`src/rtl/data_bus_if_if.sv`:
```
// Bundles the memory-stage request/response signals and the Wishbone classic
// master port of data_bus_if; master = the bridge's view, slave = the environment's view.
interface data_bus_if_if #(
   parameter int ADDR_W = 32,
   parameter int DATA_W = 32
);
   localparam int SEL_W = DATA_W / 8;

   // pipeline control
   logic [5:0]        stall_i;
   logic              flush_i;
   logic              stallreq_o;

   // memory-stage request and load return
   logic              cpu_ce_i;
   logic              cpu_we_i;
   logic [ADDR_W-1:0] cpu_addr_i;
   logic [SEL_W-1:0]  cpu_sel_i;
   logic [DATA_W-1:0] cpu_data_i;
   logic [DATA_W-1:0] cpu_data_o;

   // Wishbone classic: a cycle runs while cyc=stb=1 and ends on the first ack
   logic [ADDR_W-1:0] wb_adr_o;
   logic [DATA_W-1:0] wb_dat_o;
   logic [DATA_W-1:0] wb_dat_i;
   logic              wb_we_o;
   logic [SEL_W-1:0]  wb_sel_o;
   logic              wb_stb_o;
   logic              wb_cyc_o;
   logic              wb_ack_i;

   logic              bus_err_o;
   logic [1:0]        dbg_state;

   modport master (
      input  stall_i, flush_i, cpu_ce_i, cpu_we_i, cpu_addr_i, cpu_sel_i, cpu_data_i,
      input  wb_dat_i, wb_ack_i,
      output stallreq_o, cpu_data_o,
      output wb_adr_o, wb_dat_o, wb_we_o, wb_sel_o, wb_stb_o, wb_cyc_o,
      output bus_err_o, dbg_state
   );

   modport slave (
      output stall_i, flush_i, cpu_ce_i, cpu_we_i, cpu_addr_i, cpu_sel_i, cpu_data_i,
      output wb_dat_i, wb_ack_i,
      input  stallreq_o, cpu_data_o,
      input  wb_adr_o, wb_dat_o, wb_we_o, wb_sel_o, wb_stb_o, wb_cyc_o,
      input  bus_err_o, dbg_state
   );
endinterface

```
`src/rtl/data_bus_if.sv`:
```
// Memory-stage to Wishbone classic master bridge with stall request and result hold.
// Optional macro BUS_TIMEOUT_EN adds a BUSY watchdog that aborts and pulses bus_err_o.
module data_bus_if #(
   parameter int ADDR_W         = 32,
   parameter int DATA_W         = 32,
   parameter int TIMEOUT_CYCLES = 255
) (
   input  logic           clk,
   input  logic           rst,
   data_bus_if_if.master  bus
);
   localparam int SEL_W = DATA_W / 8;

   typedef enum logic [1:0] {
      ST_IDLE = 2'd0,
      ST_BUSY = 2'd1,
      ST_WAIT = 2'd2
   } state_t;

   state_t            state;
   state_t            state_next;

   logic              start_req;
   logic              ack_done;
   logic              abort_flush;
   logic              abort_tmo;
   logic              tmo_last;
   logic              stallreq;
   logic [DATA_W-1:0] cpu_data;

   logic [DATA_W-1:0] rd_buf;
   logic [ADDR_W-1:0] wb_adr;
   logic [DATA_W-1:0] wb_dat;
   logic              wb_we;
   logic [SEL_W-1:0]  wb_sel;
   logic              wb_stb;
   logic              wb_cyc;

`ifdef BUS_TIMEOUT_EN
   localparam int TMO_W = ($clog2(TIMEOUT_CYCLES) > 8) ? $clog2(TIMEOUT_CYCLES) : 8;

   logic [TMO_W-1:0] tmo_cnt;
   logic             bus_err;

   always_ff @(posedge clk) begin
      if (rst) begin
         tmo_cnt <= '0;
      end else if (start_req) begin
         tmo_cnt <= '0;
      end else if (state == ST_BUSY && !bus.wb_ack_i) begin
         tmo_cnt <= tmo_cnt + TMO_W'(1);
      end
   end

   assign tmo_last = (tmo_cnt == TMO_W'(TIMEOUT_CYCLES - 1));

   always_ff @(posedge clk) begin
      if (rst) bus_err <= 1'b0;
      else     bus_err <= abort_tmo;
   end

   assign bus.bus_err_o = bus_err;
`else
   logic unused_tmo_cfg;

   assign unused_tmo_cfg = (TIMEOUT_CYCLES != 0);
   assign tmo_last       = 1'b0;
   assign bus.bus_err_o  = 1'b0;
`endif

   always_ff @(posedge clk) begin
      if (rst) state <= ST_IDLE;
      else     state <= state_next;
   end

   always_comb begin
      state_next  = state;
      start_req   = 1'b0;
      ack_done    = 1'b0;
      abort_flush = 1'b0;
      abort_tmo   = 1'b0;
      stallreq    = 1'b0;
      cpu_data    = rd_buf;
      case (state)
         ST_IDLE: begin
            if (bus.cpu_ce_i && !bus.flush_i) begin
               start_req  = 1'b1;
               stallreq   = 1'b1;
               state_next = ST_BUSY;
            end
         end
         ST_BUSY: begin
            // flush wins over a same-cycle ack; the acked data is dropped
            if (bus.flush_i) begin
               abort_flush = 1'b1;
               state_next  = ST_IDLE;
            end else if (bus.wb_ack_i) begin
               ack_done   = 1'b1;
               cpu_data   = bus.wb_dat_i;
               state_next = (|bus.stall_i) ? ST_WAIT : ST_IDLE;
            end else if (tmo_last) begin
               abort_tmo  = 1'b1;
               cpu_data   = '0;
               state_next = (|bus.stall_i) ? ST_WAIT : ST_IDLE;
            end else begin
               stallreq = 1'b1;
            end
         end
         ST_WAIT: begin
            // the memory stage still presents the finished request; hold off until it moves on
            if (bus.flush_i) begin
               abort_flush = 1'b1;
               state_next  = ST_IDLE;
            end else if (bus.stall_i == 6'b0) begin
               state_next = ST_IDLE;
            end
         end
         default: begin
            state_next = ST_IDLE;
         end
      endcase
      if (rst) begin
         stallreq = 1'b0;
         cpu_data = '0;
      end
   end

   always_ff @(posedge clk) begin
      if (rst) begin
         wb_adr <= '0;
         wb_dat <= '0;
         wb_we  <= 1'b0;
         wb_sel <= '0;
         wb_stb <= 1'b0;
         wb_cyc <= 1'b0;
         rd_buf <= '0;
      end else begin
         if (start_req) begin
            wb_adr <= bus.cpu_addr_i;
            wb_dat <= bus.cpu_data_i;
            wb_we  <= bus.cpu_we_i;
            wb_sel <= bus.cpu_sel_i;
            wb_stb <= 1'b1;
            wb_cyc <= 1'b1;
         end else if (ack_done || abort_flush || abort_tmo) begin
            wb_we  <= 1'b0;
            wb_sel <= '0;
            wb_stb <= 1'b0;
            wb_cyc <= 1'b0;
         end
         if (ack_done && !wb_we) begin
            rd_buf <= bus.wb_dat_i;
         end else if (abort_flush || abort_tmo) begin
            rd_buf <= '0;
         end
      end
   end

   assign bus.wb_adr_o   = wb_adr;
   assign bus.wb_dat_o   = wb_dat;
   assign bus.wb_we_o    = wb_we;
   assign bus.wb_sel_o   = wb_sel;
   assign bus.wb_stb_o   = wb_stb;
   assign bus.wb_cyc_o   = wb_cyc;
   assign bus.stallreq_o = stallreq;
   assign bus.cpu_data_o = cpu_data;
   assign bus.dbg_state  = state;
endmodule
```
`src/flat_wrapper.sv`:
```
// flat-port wrapper written by rule: the top's interface ports become plain ports
module data_bus_if_flat 
#(
   parameter int ADDR_W         = 32,
   parameter int DATA_W         = 32,
   parameter int TIMEOUT_CYCLES = 255
)
  (clk, rst, bus_stall_i, bus_flush_i, bus_cpu_ce_i, bus_cpu_we_i, bus_cpu_addr_i, bus_cpu_sel_i, bus_cpu_data_i, bus_wb_dat_i, bus_wb_ack_i, bus_stallreq_o, bus_cpu_data_o, bus_wb_adr_o, bus_wb_dat_o, bus_wb_we_o, bus_wb_sel_o, bus_wb_stb_o, bus_wb_cyc_o, bus_bus_err_o, bus_dbg_state);
  data_bus_if_if #(.ADDR_W(ADDR_W), .DATA_W(DATA_W)) bus_i ();
  input  logic clk;
  input  logic rst;
  input wire logic [$bits(bus_i.stall_i)-1:0] bus_stall_i;
  input wire logic [$bits(bus_i.flush_i)-1:0] bus_flush_i;
  input wire logic [$bits(bus_i.cpu_ce_i)-1:0] bus_cpu_ce_i;
  input wire logic [$bits(bus_i.cpu_we_i)-1:0] bus_cpu_we_i;
  input wire logic [$bits(bus_i.cpu_addr_i)-1:0] bus_cpu_addr_i;
  input wire logic [$bits(bus_i.cpu_sel_i)-1:0] bus_cpu_sel_i;
  input wire logic [$bits(bus_i.cpu_data_i)-1:0] bus_cpu_data_i;
  input wire logic [$bits(bus_i.wb_dat_i)-1:0] bus_wb_dat_i;
  input wire logic [$bits(bus_i.wb_ack_i)-1:0] bus_wb_ack_i;
  output wire logic [$bits(bus_i.stallreq_o)-1:0] bus_stallreq_o;
  output wire logic [$bits(bus_i.cpu_data_o)-1:0] bus_cpu_data_o;
  output wire logic [$bits(bus_i.wb_adr_o)-1:0] bus_wb_adr_o;
  output wire logic [$bits(bus_i.wb_dat_o)-1:0] bus_wb_dat_o;
  output wire logic [$bits(bus_i.wb_we_o)-1:0] bus_wb_we_o;
  output wire logic [$bits(bus_i.wb_sel_o)-1:0] bus_wb_sel_o;
  output wire logic [$bits(bus_i.wb_stb_o)-1:0] bus_wb_stb_o;
  output wire logic [$bits(bus_i.wb_cyc_o)-1:0] bus_wb_cyc_o;
  output wire logic [$bits(bus_i.bus_err_o)-1:0] bus_bus_err_o;
  output wire logic [$bits(bus_i.dbg_state)-1:0] bus_dbg_state;
  assign bus_i.stall_i = bus_stall_i;
  assign bus_i.flush_i = bus_flush_i;
  assign bus_i.cpu_ce_i = bus_cpu_ce_i;
  assign bus_i.cpu_we_i = bus_cpu_we_i;
  assign bus_i.cpu_addr_i = bus_cpu_addr_i;
  assign bus_i.cpu_sel_i = bus_cpu_sel_i;
  assign bus_i.cpu_data_i = bus_cpu_data_i;
  assign bus_i.wb_dat_i = bus_wb_dat_i;
  assign bus_i.wb_ack_i = bus_wb_ack_i;
  assign bus_stallreq_o = bus_i.stallreq_o;
  assign bus_cpu_data_o = bus_i.cpu_data_o;
  assign bus_wb_adr_o = bus_i.wb_adr_o;
  assign bus_wb_dat_o = bus_i.wb_dat_o;
  assign bus_wb_we_o = bus_i.wb_we_o;
  assign bus_wb_sel_o = bus_i.wb_sel_o;
  assign bus_wb_stb_o = bus_i.wb_stb_o;
  assign bus_wb_cyc_o = bus_i.wb_cyc_o;
  assign bus_bus_err_o = bus_i.bus_err_o;
  assign bus_dbg_state = bus_i.dbg_state;
  data_bus_if #(.ADDR_W(ADDR_W), .DATA_W(DATA_W), .TIMEOUT_CYCLES(TIMEOUT_CYCLES)) u_core (.clk(clk), .rst(rst), .bus(bus_i));
endmodule
```
`config.mk`:
```
export PLATFORM = sky130hd
export DESIGN_NAME = data_bus_if_flat
export DESIGN_NICKNAME = d
export VERILOG_FILES = /design/src/rtl/data_bus_if_if.sv /design/src/rtl/data_bus_if.sv /design/src/flat_wrapper.sv
export SDC_FILE = /design/constraint.sdc
export NUM_CORES = 1
export LEC_CHECK = 0
export BUFFER_PORTS_ARGS = -buffer_cell sky130_fd_sc_hd__buf_2
export CORE_UTILIZATION = 30
export CTS_CLUSTER_SIZE = 8
export DETAILED_ROUTE_END_ITERATION = 7
export GPL_TIMING_DRIVEN = 0
export PLACE_DENSITY = 0.54
export SYNTH_ARGS = -nofsm -noshare
export SYNTH_HDL_FRONTEND = slang
export SYNTH_SLANG_ARGS = --single-unit
```
`constraint.sdc`:
```
create_clock -name clk -period 2.2 [get_ports clk]
set_input_delay 0.44 -clock clk [delete_from_list [all_inputs] [get_ports clk]]
set_output_delay 0.44 -clock clk [all_outputs]
set_load 0.05 [all_outputs]
```
=== Word level (Yosys, flattened, before mapping) ===
Index checks and enable logic that the tools add are counted.

* Flip-flop bits (word level): 104
* Latch bits: 0
* Bits in writable memories: 0
* Bits in read-only memories: 0
* Input bits: 112
* Output and inout bits: 107
* Logic and storage cells: 53
* Memories kept: 0

* Add/subtract/negate cells: 0
* Multipliers: 0
* Div/mod/pow operators: 0
* Magnitude comparators: 0
* Eq/ne operators: 5
* Shift-type cells: 0
* Multiplexer cells: 29
* Bitwise gates (word level): 0
* Reduce and logical (&&, ||, !) cells: 12

{| class="wikitable"
|+ Operator list
! kind !! number
|-
| $mux W32 || 6
|-
| $mux W1 || 13
|-
| $mux W2 || 6
|-
| $mux W4 || 2
|-
| $logic_not A6 Y1 || 1
|-
| $pmux W2 S3 || 1
|-
| $reduce_or A6 Y1 || 1
|-
| $reduce_bool A2 Y1 || 2
|-
| $ne A3 B2 Y1 const B || 1
|-
| $ne A3 B3 Y1 const B || 1
|-
| $reduce_and A3 Y1 || 1
|-
| $eq A2 B1 Y1 const B || 1
|-
| $eq A2 B2 Y1 const B || 1
|-
| $logic_and A1 B1 Y1 || 2
|-
| $logic_not A1 Y1 || 2
|-
| $logic_not A2 Y1 || 1
|-
| $ne A2 B1 Y1 const B || 1
|-
| $pmux W1 S2 || 1
|-
| $reduce_or A2 Y1 || 1
|-
| $logic_or A1 B1 Y1 || 1
|}

=== Depth between registers and ports, before layout ===
Gate-level depths: netlist of run 1.

* Word-level depth: 6
* Depth in mapped cells: 8

=== Worst setup path before layout of run 1 ===
Ideal clock, no wire load.

* Kind: register to output
* Start point: reg u_core.state[1], in the netlist u_core.bus.dbg_state[1]
* End point: out bus_cpu_data_o[10]
* Arrival time: 2255 ps
* Setup slack: -495 ps
* Stages on the path, launching flop included: 7
* Buffers on the path: 1
* Path through: dfxtp_1 inv_1 ha_1 nand3b_1 buf_2 nand2_1 a21oi_1

* Longest elaborated chain between the ends: 3

{| class="wikitable"
|+ Ends and longest elaborated chain
! item !! line !! source
|-
| start, declared || data_bus_if.sv:20 || <nowiki>state_t state;</nowiki>
|-
| start signal, assigned || data_bus_if.sv:73 || <nowiki>else state <= state_next;</nowiki>
|-
| $eq A2 B1 Y1 || data_bus_if.sv:84 || <nowiki>case (state)</nowiki>
|-
| $mux W32 || data_bus_if.sv:84 ||
|-
| $mux W32 || data_bus_if.sv:122 || <nowiki>if (rst) begin</nowiki>
|-
| end, declared || flat_wrapper.sv:22 || <nowiki>output wire logic [$bits(bus_i.cpu_data_o)-1:0] bus_cpu_data_o;</nowiki>
|}

No other way between the ends.

=== Final worst setup path of run 1 ===
* Start point: reg u_core.state[1], in the netlist u_core.bus.dbg_state[1]
* End point: out bus_cpu_data_o[20]

The elaborated chain is that of the path after synthesis.

==> metrics.txt, run 1 <==
outcome finished with violations; failing checks setup timing; Distinct cells, synth 28; RSZ-0062 raised after global routing yes; average size of a mapped cell 7.65 um2; Syn Inst Count 545; critical path capture point type primary output; first-pass iteration count of the detailed router 5; Post-synth EDFFs 0; Initial Utilization 31.1%; layout cell share with drive strength beyond 1 44.4%; DIE AREA 14400 um2; FF+latch count, synth 104; reg2reg start u_core.bus.dbg_state[1]; Gate power share 36.6%; Post-Syn Area 4170 um2; Synth Area in Compound Gates 19.9%; hold violation total from the final report 0; WHS Endpoint u_core.bus.wb_dat_o[24]; Final nets 900; antenna violations before repair 0; YS warnings 0; final setup fails 13; first-pass GRT wire length 21800 um; CTS tree done; cell area after placement 5840 um2; die span in x 120 um; Syn Nets 660; Peak VDD IR 0.000378 V; Synth top area share 49.9%; PD cells 918 nW/um2; total chip power 6150 uW; WL final 13700 um; multiplexer share of the synthesized area 0.240%; DRC 0; CTS Buf Count 9; ANT cells 0; largest cells by area after synthesis dfxtp_1 50%, nand2_1 18%, a21oi_1 12%; H-tree depth 3; critical path's slowest cell dfxtp_2; Yosys top cell by area dfxtp_1; Fin Setup TNS -105 ps; leading cell types by count after synthesis 195 x nand2_1, 104 x dfxtp_1, 98 x a21oi_1; Most common cell on crit path buf_6; Hold Startpoint bus_cpu_data_i[24]; io pins 219; core area 13400 um2; Die Y 120 um; sequential cell fraction of total power 35.3%; fin area 6700 um2; Pleak 0.00285 uW; Reg-to-Reg End u_core.bus.wb_adr_o[15]; root buf cell clkbuf_16; Critical Path Fanout Max 10; Worst setup SP type flip-flop; IO buf count 217; Rows 42; Reg clk slew, reported paths 70 ps; clk_skew 8.47 ps; fillers 1351; critical path, cell by cell inv_2 -> ha_4 -> and3b_1 -> buf_6 -> buf_8 -> nand2_2 -> a21oi_4 -> buf_6; Synth Area in Simple Gates 23.4%; Hold Path Depth 3; Tcrit/Tclk final 101%; Total GRT Usage 19.3%; dpl hpwl 10200 um; Final Critical Period 2220 ps; net switching power 2330 uW; Clock Power Share 28.1%; slowest cell delay on critical path 330 ps; grt total ovfl 0; largest family of logic cells by synthesized area simple AND/OR/NAND/NOR gates; Max Fclk 0.450 GHz; pin count of the biggest net entering global routing 18; via/cell ratio 4.68; post-route setup slack -21.6 ps; vias in the first global route 4406; Sw Ratio 37.8%; Setup CP Type flip-flop to primary output; post-synthesis xor/xnor area fraction 0%; Primary FF master, synth dfxtp_1; total internal power 3830 uW; Critical Path AT 1780 ps; MaxCap Viol Count 0; Async SR Flop Fraction 0%; Slew Limit Fails 0; clock sink total 104; most common cell in the netlist nand2_1; Final Util 50.0%; Adder-Cell Fraction of Synth Area 0.900%; sequential share of the synthesized area 49.9%; GP Congestion 0.777; CP required 1760 ps; Starting DRT DRC Count 164; HP Class primary input to flip-flop; reg2reg path depth 11; DR WL/cell 14.2 um; Via Count 4522; antenna-violating nets left 0; Area growth syn-to-layout 60.7%; r2r setup slk 210 ps; Longest Clk Path Bufs 2; clk_lat worst skew 350 ps
## sequential cells by signal, summed over array words and instances, names as in the netlist
register and cells:
u_core.rd_buf 32, u_core.bus.wb_dat_o 32, u_core.bus.wb_stb_o 1, u_core.bus.wb_sel_o 4, u_core.bus.wb_we_o 1, u_core.bus.dbg_state 2
u_core.bus.wb_adr_o 32
## cell families after synthesis
| family | after synthesis |
|---|---|
| mux | 1 |
| compound gates | 141 |
| other cells | 1 |
| buf+inv | 48 |
| fa+ha+maj | 3 |
| flops | 104 |
| simple gates | 247 |
## area by class of cell
| type | count | area (um2) | share of cell area [%] |
|---|---|---|---|
| Timing Repair Buffer | 230 | 1410 | 21.1 |
| Inverter | 2 | 7.51 | 0.112 |
| Clock inverter | 6 | 91.3 | 1.36 |
| Sequential cell | 104 | 2080 | 31.1 |
| Clock buffer | 10 | 229 | 3.42 |
| Buffer | 45 | 299 | 4.46 |
| Tap cell | 176 | 220 | 3.29 |
| Multi-Input combinational cell | 393 | 2360 | 35.2 |
## what timing repair did
action	4_1_cts	5_1_grt
setup endpoints to repair	33	32
pin swaps	10	8
gates resized for setup	113	36
buffers inserted	9	1
hold buffers	0	0
gates cloned	3	0
## worst max-delay path by stage
stage	start	endpoint	cells past startpoint	slack (ps)
after floorplan	rst	bus_cpu_data_o[18]	3	50
after global placement	rst	bus_cpu_data_o[20]	5	-490
after detailed placement	rst	bus_cpu_data_o[15]	5	-560
after CTS	u_core.bus.dbg_state[1]	bus_cpu_data_o[28]	8	-50
after global routing	u_core.bus.dbg_state[1]	bus_cpu_data_o[15]	8	-110
final	u_core.bus.dbg_state[1]	bus_cpu_data_o[20]	8	-20
## critical path: cells and delay by family (launching register included)
family / cells / cell delay, ps
flip-flops: 1 / 330
adder cells (fa/ha/maj): 1 / 150
AND/OR/NAND/NOR: 2 / 240
buffers and inverters: 4 / 550
AO/OA/AOI/OAI: 1 / 160
## cell usage in the layout, fill, tap and decap left out, types with 8 or more instances in the layout
master / count
nand2_1: 165
clkbuf_1: 13
clkbuf_16: 9
nor2_1: 38
buf_6: 36
nand2_2: 22
dfxtp_1: 102
buf_4: 17
a21oi_4: 31
a21oi_1: 65
nand2_4: 8
buf_2: 197
a22oi_1: 38
## power groups by stage
stage | clock (uW) | sequential [uW] | combinational [uW]
after floorplan | 0 | 2670 | 1010
after global placement | 0 | 2190 | 1980
after detailed placement | 0 | 2200 | 2000
after CTS | 1780 | 2170 | 2190
after global routing | 1850 | 2190 | 2430
final | 1730 | 2170 | 2250
## per-layer routing
metal | vias to the layer above | global-route usage, % | part of all wire, %
met5 | - | 0 | 0
met4 | 0 | 7.66 | 1.7
met3 | 17 | 5.75 | 7.3
met2 | 152 | 31.9 | 48
met1 | 2068 | 23.5 | 43
li1 | 2285 | - | -
## through the flow
stage	std cells	hold slack [ps]	worst slack [ps]
floorplan	545	465	52.6
global placement	938	439	-491
detailed placement	938	445	-557
CTS	965	305	-48.6
global route	966	314	-106
finish	966	319	-21.6
Power figures use the tool's default switching activity.
==> run 2: changes to the inputs <==
--- a/config.mk
+++ b/config.mk
@@ -5,12 +5,12 @@
 export SDC_FILE = /design/constraint.sdc
 export NUM_CORES = 1
 export LEC_CHECK = 0
-export BUFFER_PORTS_ARGS = -buffer_cell sky130_fd_sc_hd__buf_2
+export ABC_AREA = 1
 export CORE_UTILIZATION = 30
-export CTS_CLUSTER_SIZE = 8
 export DETAILED_ROUTE_END_ITERATION = 7
+export DONT_BUFFER_PORTS = 1
 export GPL_TIMING_DRIVEN = 0
-export PLACE_DENSITY = 0.54
+export PLACE_DENSITY = 0.41
 export SYNTH_ARGS = -nofsm -noshare
 export SYNTH_HDL_FRONTEND = slang
 export SYNTH_SLANG_ARGS = --single-unit
==> run 2 against run 1 <==
  * Critical path depth grew 1
  * Routed wire length fell by 2.5%
  * Register-to-register slack got worse by 30 ps
  * Power is 2.1% lower
  * The run still ends with setup timing left
  * Fmax is 7.0% lower
==> metrics.txt, run 2 <==
outcome finished with violations; failing checks setup timing; core area 14000 um2 (+4.8%); fillers 1472 (+9.0%); average size of a mapped cell 7.33 um2 (-4.3%); Area growth syn-to-layout 29.1%; Starting DRT DRC Count 180 (+9.8%); Most common cell on crit path inv_4; HP Class primary input to flip-flop; CTS Buf Count 9 (unchanged); Synth Area in Compound Gates 16.6% (-3.3 points); clock sink total 104 (unchanged); layout cell share with drive strength beyond 1 24.3% (-20 points); root buf cell clkbuf_16; clk_skew 4.57 ps (-3.90 ps); Setup CP Type flip-flop to primary output; first-pass iteration count of the detailed router 4 (-1); Synth Area in Simple Gates 27.8% (+4.5 points); DR WL/cell 16.7 um (+17%); sequential share of the synthesized area 47.8% (-2.2 points); Via Count 3914 (-13%); ANT cells 0 (unchanged); Async SR Flop Fraction 0% (unchanged); Final Util 40.1% (-9.9 points); Critical Path AT 1950 ps (+170 ps); CP required 1760 ps (about the same); Post-synth EDFFs 0 (unchanged); critical path's slowest cell dfxtp_4; slowest cell delay on critical path 470 ps (+140 ps); Syn Nets 710 (+7.6%); Rows 43 (+2.4%); Critical Path Fanout Max 5 (-5); Distinct cells, synth 21 (-25%); CTS tree done; relative slew slack 59.4%; via/cell ratio 4.88 (+4.3%); most frequent standard cell in the layout excluding fill and tap cells nand2_1; IO buf count 0 (-100%); Max Fclk 0.419 GHz (-7.0%); MaxCap Viol Count 0 (unchanged); Adder-Cell Fraction of Synth Area 0.861% (-0.039 points); first-pass GRT wire length 20200 um (-7.5%); crit-path leading delay family flip-flops; Pleak 0.00181 uW (-36%); dpl hpwl 9800 um (-4.0%); most common cell in the netlist nand2_1; WL final 13400 um (-2.5%); fin area 5630 um2 (-16%); pin count of the biggest net entering global routing 18 (unchanged); grt total ovfl 0 (unchanged); Slew Limit Fails 0 (unchanged); Initial Utilization 31.0% (-0.077 points); cell area after placement 4860 um2 (-17%); commonest cells after routing, fill and taps aside 200 x nand2_1, 102 x dfxtp_1, 94 x a21oi_1; Longest Clk Path Bufs 2 (unchanged); worst hold margin 225 ps (-93.9 ps); Reg clk slew, reported paths 70 ps (about the same); post-synthesis xor/xnor area fraction 0% (unchanged); Final nets 732 (-19%); slew at the pin closest to its max-slew limit 609 ps; Tcrit/Tclk final 109% (+7.6 points); DP Cell Count 775 (-17%); clk_lat worst skew 350 ps (about the same); critical path, cell by cell inv_4 -> ha_4 -> nand2_4 -> nor2_8 -> inv_4 -> buf_12 -> buf_8 -> nand2_1 -> a21oi_4; Primary FF master, synth dfxtp_1; antenna-violating nets left 0 (unchanged); leading cell types by count after synthesis 227 x nand2_1, 127 x a21oi_1, 104 x dfxtp_1; Crit path buffers/inverters 4 (unchanged); Total GRT Usage 17.7% (-1.7 points); Final Critical Period 2390 ps (+167 ps); io pins 219 (unchanged); largest family of logic cells by synthesized area simple AND/OR/NAND/NOR gates; hold violation total from the final report 0 (unchanged); vias in the first global route 3768 (-14%); FF+latch count, synth 104 (unchanged); Post-Syn Area 4360 um2 (+4.5%); Peak VDD IR 0.000440 V (+16%); DRC 0 (unchanged); die span in x 123 um (+2.2%); GP Congestion 0.738 (-5.0%); final setup fails 32 (+19); critical path capture point type primary output; YS warnings 0 (unchanged); Post-Layout Cell Count 802 (-17%); Die Y 123 um (+2.2%); Worst setup SP type flip-flop; DIE AREA 15000 um2 (+4.5%); antenna violations before repair 0 (unchanged); H-tree depth 3 (unchanged); PD cells 1070 nW/um2 (+17%); largest cells by area after synthesis dfxtp_1 48%, nand2_1 20%, a21oi_1 15%; Synth top area share 47.8% (-2.2 points); RSZ-0062 raised after global routing yes; post-route setup slack -188 ps (-167 ps); Syn Inst Count 595 (+9.2%); total chip power 6020 uW (-2.1%); Yosys top cell by area dfxtp_1; multiplexer share of the synthesized area 0% (-0.24 points)
[run 2: changes by cell type after synthesis, sizes merged, moves of 2 or more]
cell and change:
a21boi -2, inv +10, buf +3, nand3 +36, a22oi -38, nand2 +44, nand2b -3, nand4 +5
nor2 -32, a21oi +38
[run 2: cell type report]
| type | instances | area (um2) | share of cell area [%] |
|---|---|---|---|
| inverter | 13 | 55.1 | 0.978 |
| buffer | 47 | 312 | 5.54 |
| tap | 180 | 225 | 4.00 |
| timing repair buffer | 12 | 129 | 2.29 |
| sequential | 104 | 2090 | 37.1 |
| clock inverter | 4 | 36.3 | 0.645 |
| clock buffer | 12 | 267 | 4.74 |
| multi-input combinational | 430 | 2510 | 44.7 |
[run 2: layer usage]
metal	vias to the layer above	global-route usage (%)	part of all wire (%)	routed length, um
met1	1789	20.9	40	5350
met5	-	0	0	0
met2	134	29.1	49	6520
met4	0	6.63	1.4	190
li1	1977	-	-	-
met3	14	6.51	9.7	1300
[run 2: final timing paths]
path | from | end | slack [ps] | cells past startpoint
worst max-delay path | u_core.bus.dbg_state[1] | bus_cpu_data_o[11] | -190 | 9
worst min register to register | u_core.rd_buf[3] | u_core.rd_buf[3] | 480 | 2
worst max register to register | u_core.bus.dbg_state[1] | u_core.rd_buf[11] | 180 | 8
worst min-delay path | bus_wb_dat_i[16] | u_core.rd_buf[16] | 230 | 2
[run 2: stage by stage]
| step | TNS [ps] | setup WS, ps |
|---|---|---|
| after floorplan | -89.9 | -4.50 |
| after global placement | -9420 | -404 |
| after detailed placement | -9730 | -412 |
| after CTS | -6360 | -239 |
| after global routing | -7490 | -264 |
| final | -4900 | -188 |
[run 2: worst reg2reg max path, stage by stage, from the launching register on]
cell	delay (ps)
dfxtp_4	470
inv_4	60
buf_4	130
ha_1	260
nand2_1	90
buf_2	240
buf_1	420
nand3_1	160
a21oi_2	130
[run 2: kinds of logic after synthesis]
family | count (synthesis)
AOI/OAI and AO/OA | 137
adders and majority gates | 3
buffers and inverters | 61
DFF | 104
other | 1
and+or+nand+nor | 289
[run 2: timing repair]
item,4_1_cts,5_1_grt
gates cloned,1,2
hold buffers,0,0
pin swaps,25,28
gates resized for setup,57,33
buffers inserted,6,3
endpoints found under the setup margin,33,35
[run 2: report_power, final]
group          leakage (uW)  total (uW)  switching (uW)  internal, uW
sequential         0.000846        2840             742          2100
combinational      0.000820        1570            1040           532
clock              0.000147        1610             739           874
==> run 3: changes to the inputs <==
==> constraint.sdc (replaced) <==
create_clock -name clk -period 2.58 [get_ports clk]
set_input_delay 0.516 -clock clk [delete_from_list [all_inputs] [get_ports clk]]
set_output_delay 0.516 -clock clk [all_outputs]
set_load 0.05 [all_outputs]
==> run 3 against run 2 <==
  * The flow now finishes without violations
  * Routed wire length fell by 2.5%
  * Clock skew decreased by 0.64 ps
  * Die area unchanged
  * Non-clock buffer count down 8
  * Sequential power is 15% lower
  * Critical path depth stayed put
  * Combinational power down 21%
  * Hold slack better by 83 ps
  * Via count up 0.15%
  * Power down 17%
==> metrics.txt, run 3 (synthesis results as in run 2) <==
outcome complete, no violations; GP Congestion 0.786 (+6.4%); total internal power 2950 uW (-16%); Total GRT Usage 17.0% (-0.65 points); Area growth syn-to-layout 22.8%; Peak VDD IR 0.000324 V (-26%); final setup fails 0 (-100%); die span in x 123 um (unchanged); WL final 13000 um (-2.5%); Hold Startpoint bus_cpu_addr_i[9]; first-pass GRT wire length 19400 um (-3.9%); via/cell ratio 4.94 (+1.3%); CP required 2060 ps (+300 ps); Post-Layout Cell Count 793 (-1.1%); DP Cell Count 775 (unchanged); antenna violations before repair 0 (unchanged); clock sink total 104 (unchanged); sequential cell fraction of total power 48.1% (+0.9 points); Die Y 123 um (unchanged); Reg clk slew, reported paths 70 ps (about the same); pin count of the biggest net entering global routing 19 (+1); core area 14000 um2 (unchanged); reg2reg start u_core.bus.dbg_state[1]; clk_skew 3.93 ps (-0.635 ps); antenna-violating nets left 0 (unchanged); RSZ-0062 raised after global routing no; Worst setup SP type flip-flop; commonest cells after routing, fill and taps aside 225 x nand2_1, 102 x dfxtp_1, 94 x a21oi_1; Initial Utilization 31.0% (unchanged); HP Class primary input to flip-flop; Reg-to-Reg End u_core.rd_buf[25]; critical path capture point type primary output; Final Critical Period 2490 ps; H-tree depth 3 (unchanged); CTS tree done; Hold Path Depth 2 (unchanged); PD cells 936 nW/um2 (-13%); Critical Path AT 1980 ps (+30 ps); slowest cell delay on critical path 470 ps (about the same); fillers 1494 (+1.5%); first-pass iteration count of the detailed router 5 (+1); WHS Endpoint u_core.bus.wb_adr_o[9]; Tcrit/Tclk final 96.7%; total chip power 5010 uW (-17%); vias in the first global route 3723 (-1.2%); Final nets 724 (-1.1%); Critical Path Fanout Max 7 (+2); io pins 219 (unchanged); slew at the pin closest to its max-slew limit 733 ps (+124 ps); grt total ovfl 0 (unchanged); MaxCap Viol Count 0 (unchanged); DR WL/cell 16.4 um (-1.3%); Gate power share 24.8% (-1.3 points); Pleak 0.00170 uW (-6.2%); Sw Ratio 41.1% (-0.69 points); Slew Limit Fails 0 (unchanged); most frequent standard cell in the layout excluding fill and tap cells nand2_1; net switching power 2060 uW (-18%); Starting DRT DRC Count 115 (-36%); critical path's slowest cell dfxtp_4; Rows 43 (unchanged); Most common cell on crit path buf_8; critical path, cell by cell inv_4 -> ha_4 -> nand2_4 -> nor2_8 -> inv_2 -> buf_8 -> buf_8 -> nand2_1 -> a21oi_4; Clock Power Share 27.1% (+0.3 points); Max Fclk 0.401 GHz; DRC 0 (unchanged); root buf cell clkbuf_16; hold violation total from the final report 0 (unchanged); relative slew slack 51.1% (-8.3 points); Via Count 3920 (+0.15%); clk_lat worst skew 340 ps (about the same); CTS Hold Bufs 0 (unchanged); r2r setup slk 580 ps (+400 ps); dpl hpwl 9550 um (-2.5%); Setup CP Type flip-flop to primary output; Longest Clk Path Bufs 2 (unchanged); reg2reg path depth 8 (unchanged); layout cell share with drive strength beyond 1 18.4% (-5.8 points); CTS Buf Count 9 (unchanged); ANT cells 0 (unchanged); IO buf count 0 (unchanged); DIE AREA 15000 um2 (unchanged)
## run 3: cell count changes in the layout (fill, tap and decap cells not counted), sizes merged
| cell | change |
|---|---|
| inv | -1 |
| clkinv | -1 |
| clkbuf | -2 |
| bufinv | +1 |
| buf | -6 |
## run 3: repair_timing
item                                    CTS  global route
cloned                                    1             0
resized for setup                        51             5
setup buffers                             3             0
endpoints found under the setup margin   33            13
pin swaps                                 4             2
## run 3: worst max-delay path by stage
| stage | from | endpoint | cells after the start |
|---|---|---|---|
| floorplan | u_core.bus.dbg_state[1] | bus_cpu_data_o[11] | 9 |
| global placement | u_core.bus.dbg_state[0] | bus_stallreq_o | 5 |
| detailed placement | u_core.bus.dbg_state[0] | bus_stallreq_o | 5 |
| CTS | u_core.bus.dbg_state[1] | bus_cpu_data_o[13] | 9 |
| global route | u_core.bus.dbg_state[1] | bus_cpu_data_o[24] | 9 |
| finish | u_core.bus.dbg_state[1] | bus_cpu_data_o[30] | 9 |
## run 3: cell type report
type	count	area [um2]	area share [%]
multi-input cells	430	2370	44.2
flip-flops and latches	104	2090	39.0
plain buffers	47	280	5.23
clock buffers	12	246	4.60
well taps	180	225	4.21
inverters	13	52.6	0.982
repair buffers	4	50.0	0.935
clock inverters	3	42.5	0.795
## run 3: power by group through the flow
stage / registers [uW] / clock network, uW / logic, uW
after detailed placement: 2430 / 0 / 1130
after global routing: 2430 / 1480 / 1380
final: 2410 / 1360 / 1240
after CTS: 2410 / 1400 / 1250
after global placement: 2430 / 0 / 1120
after floorplan: 2390 / 0 / 907
## run 3: routing by layer
metal / track usage, % / vias to the layer above / part of all wire (%) / wire length, um
met5: 0 / - / 0 / 0
met4: 7.16 / 0 / 1.6 / 205
met3: 5.11 / 17 / 8.2 / 1070
met2: 28.5 / 145 / 48 / 6290
met1: 20.2 / 1809 / 42 / 5460
li1: - / 1949 / - / -
## run 3: through the flow
step | setup slack [ps] | utilization (%) | hold slack, ps | cell area (um2) | setup TNS (ps)
floorplan | 22.3 | - | 457 | 4480 | 0
global placement | -326 | 33.5 | 465 | 4700 | -4900
detailed placement | -332 | 33.5 | 471 | 4700 | -5110
CTS | 13.6 | 37.9 | 292 | 5330 | 0
global route | 3.02 | 38.1 | 291 | 5350 | 0
finish | 85.3 | 38.1 | 308 | 5350 | 0
## run 3: worst max-delay path, delay by kind of cell, from the launching register on
kind / cells / cell delay [ps]
flops: 1 / 470
fa+ha+maj: 1 / 160
simple gates: 3 / 210
compound gates: 1 / 390
buf+inv: 4 / 390
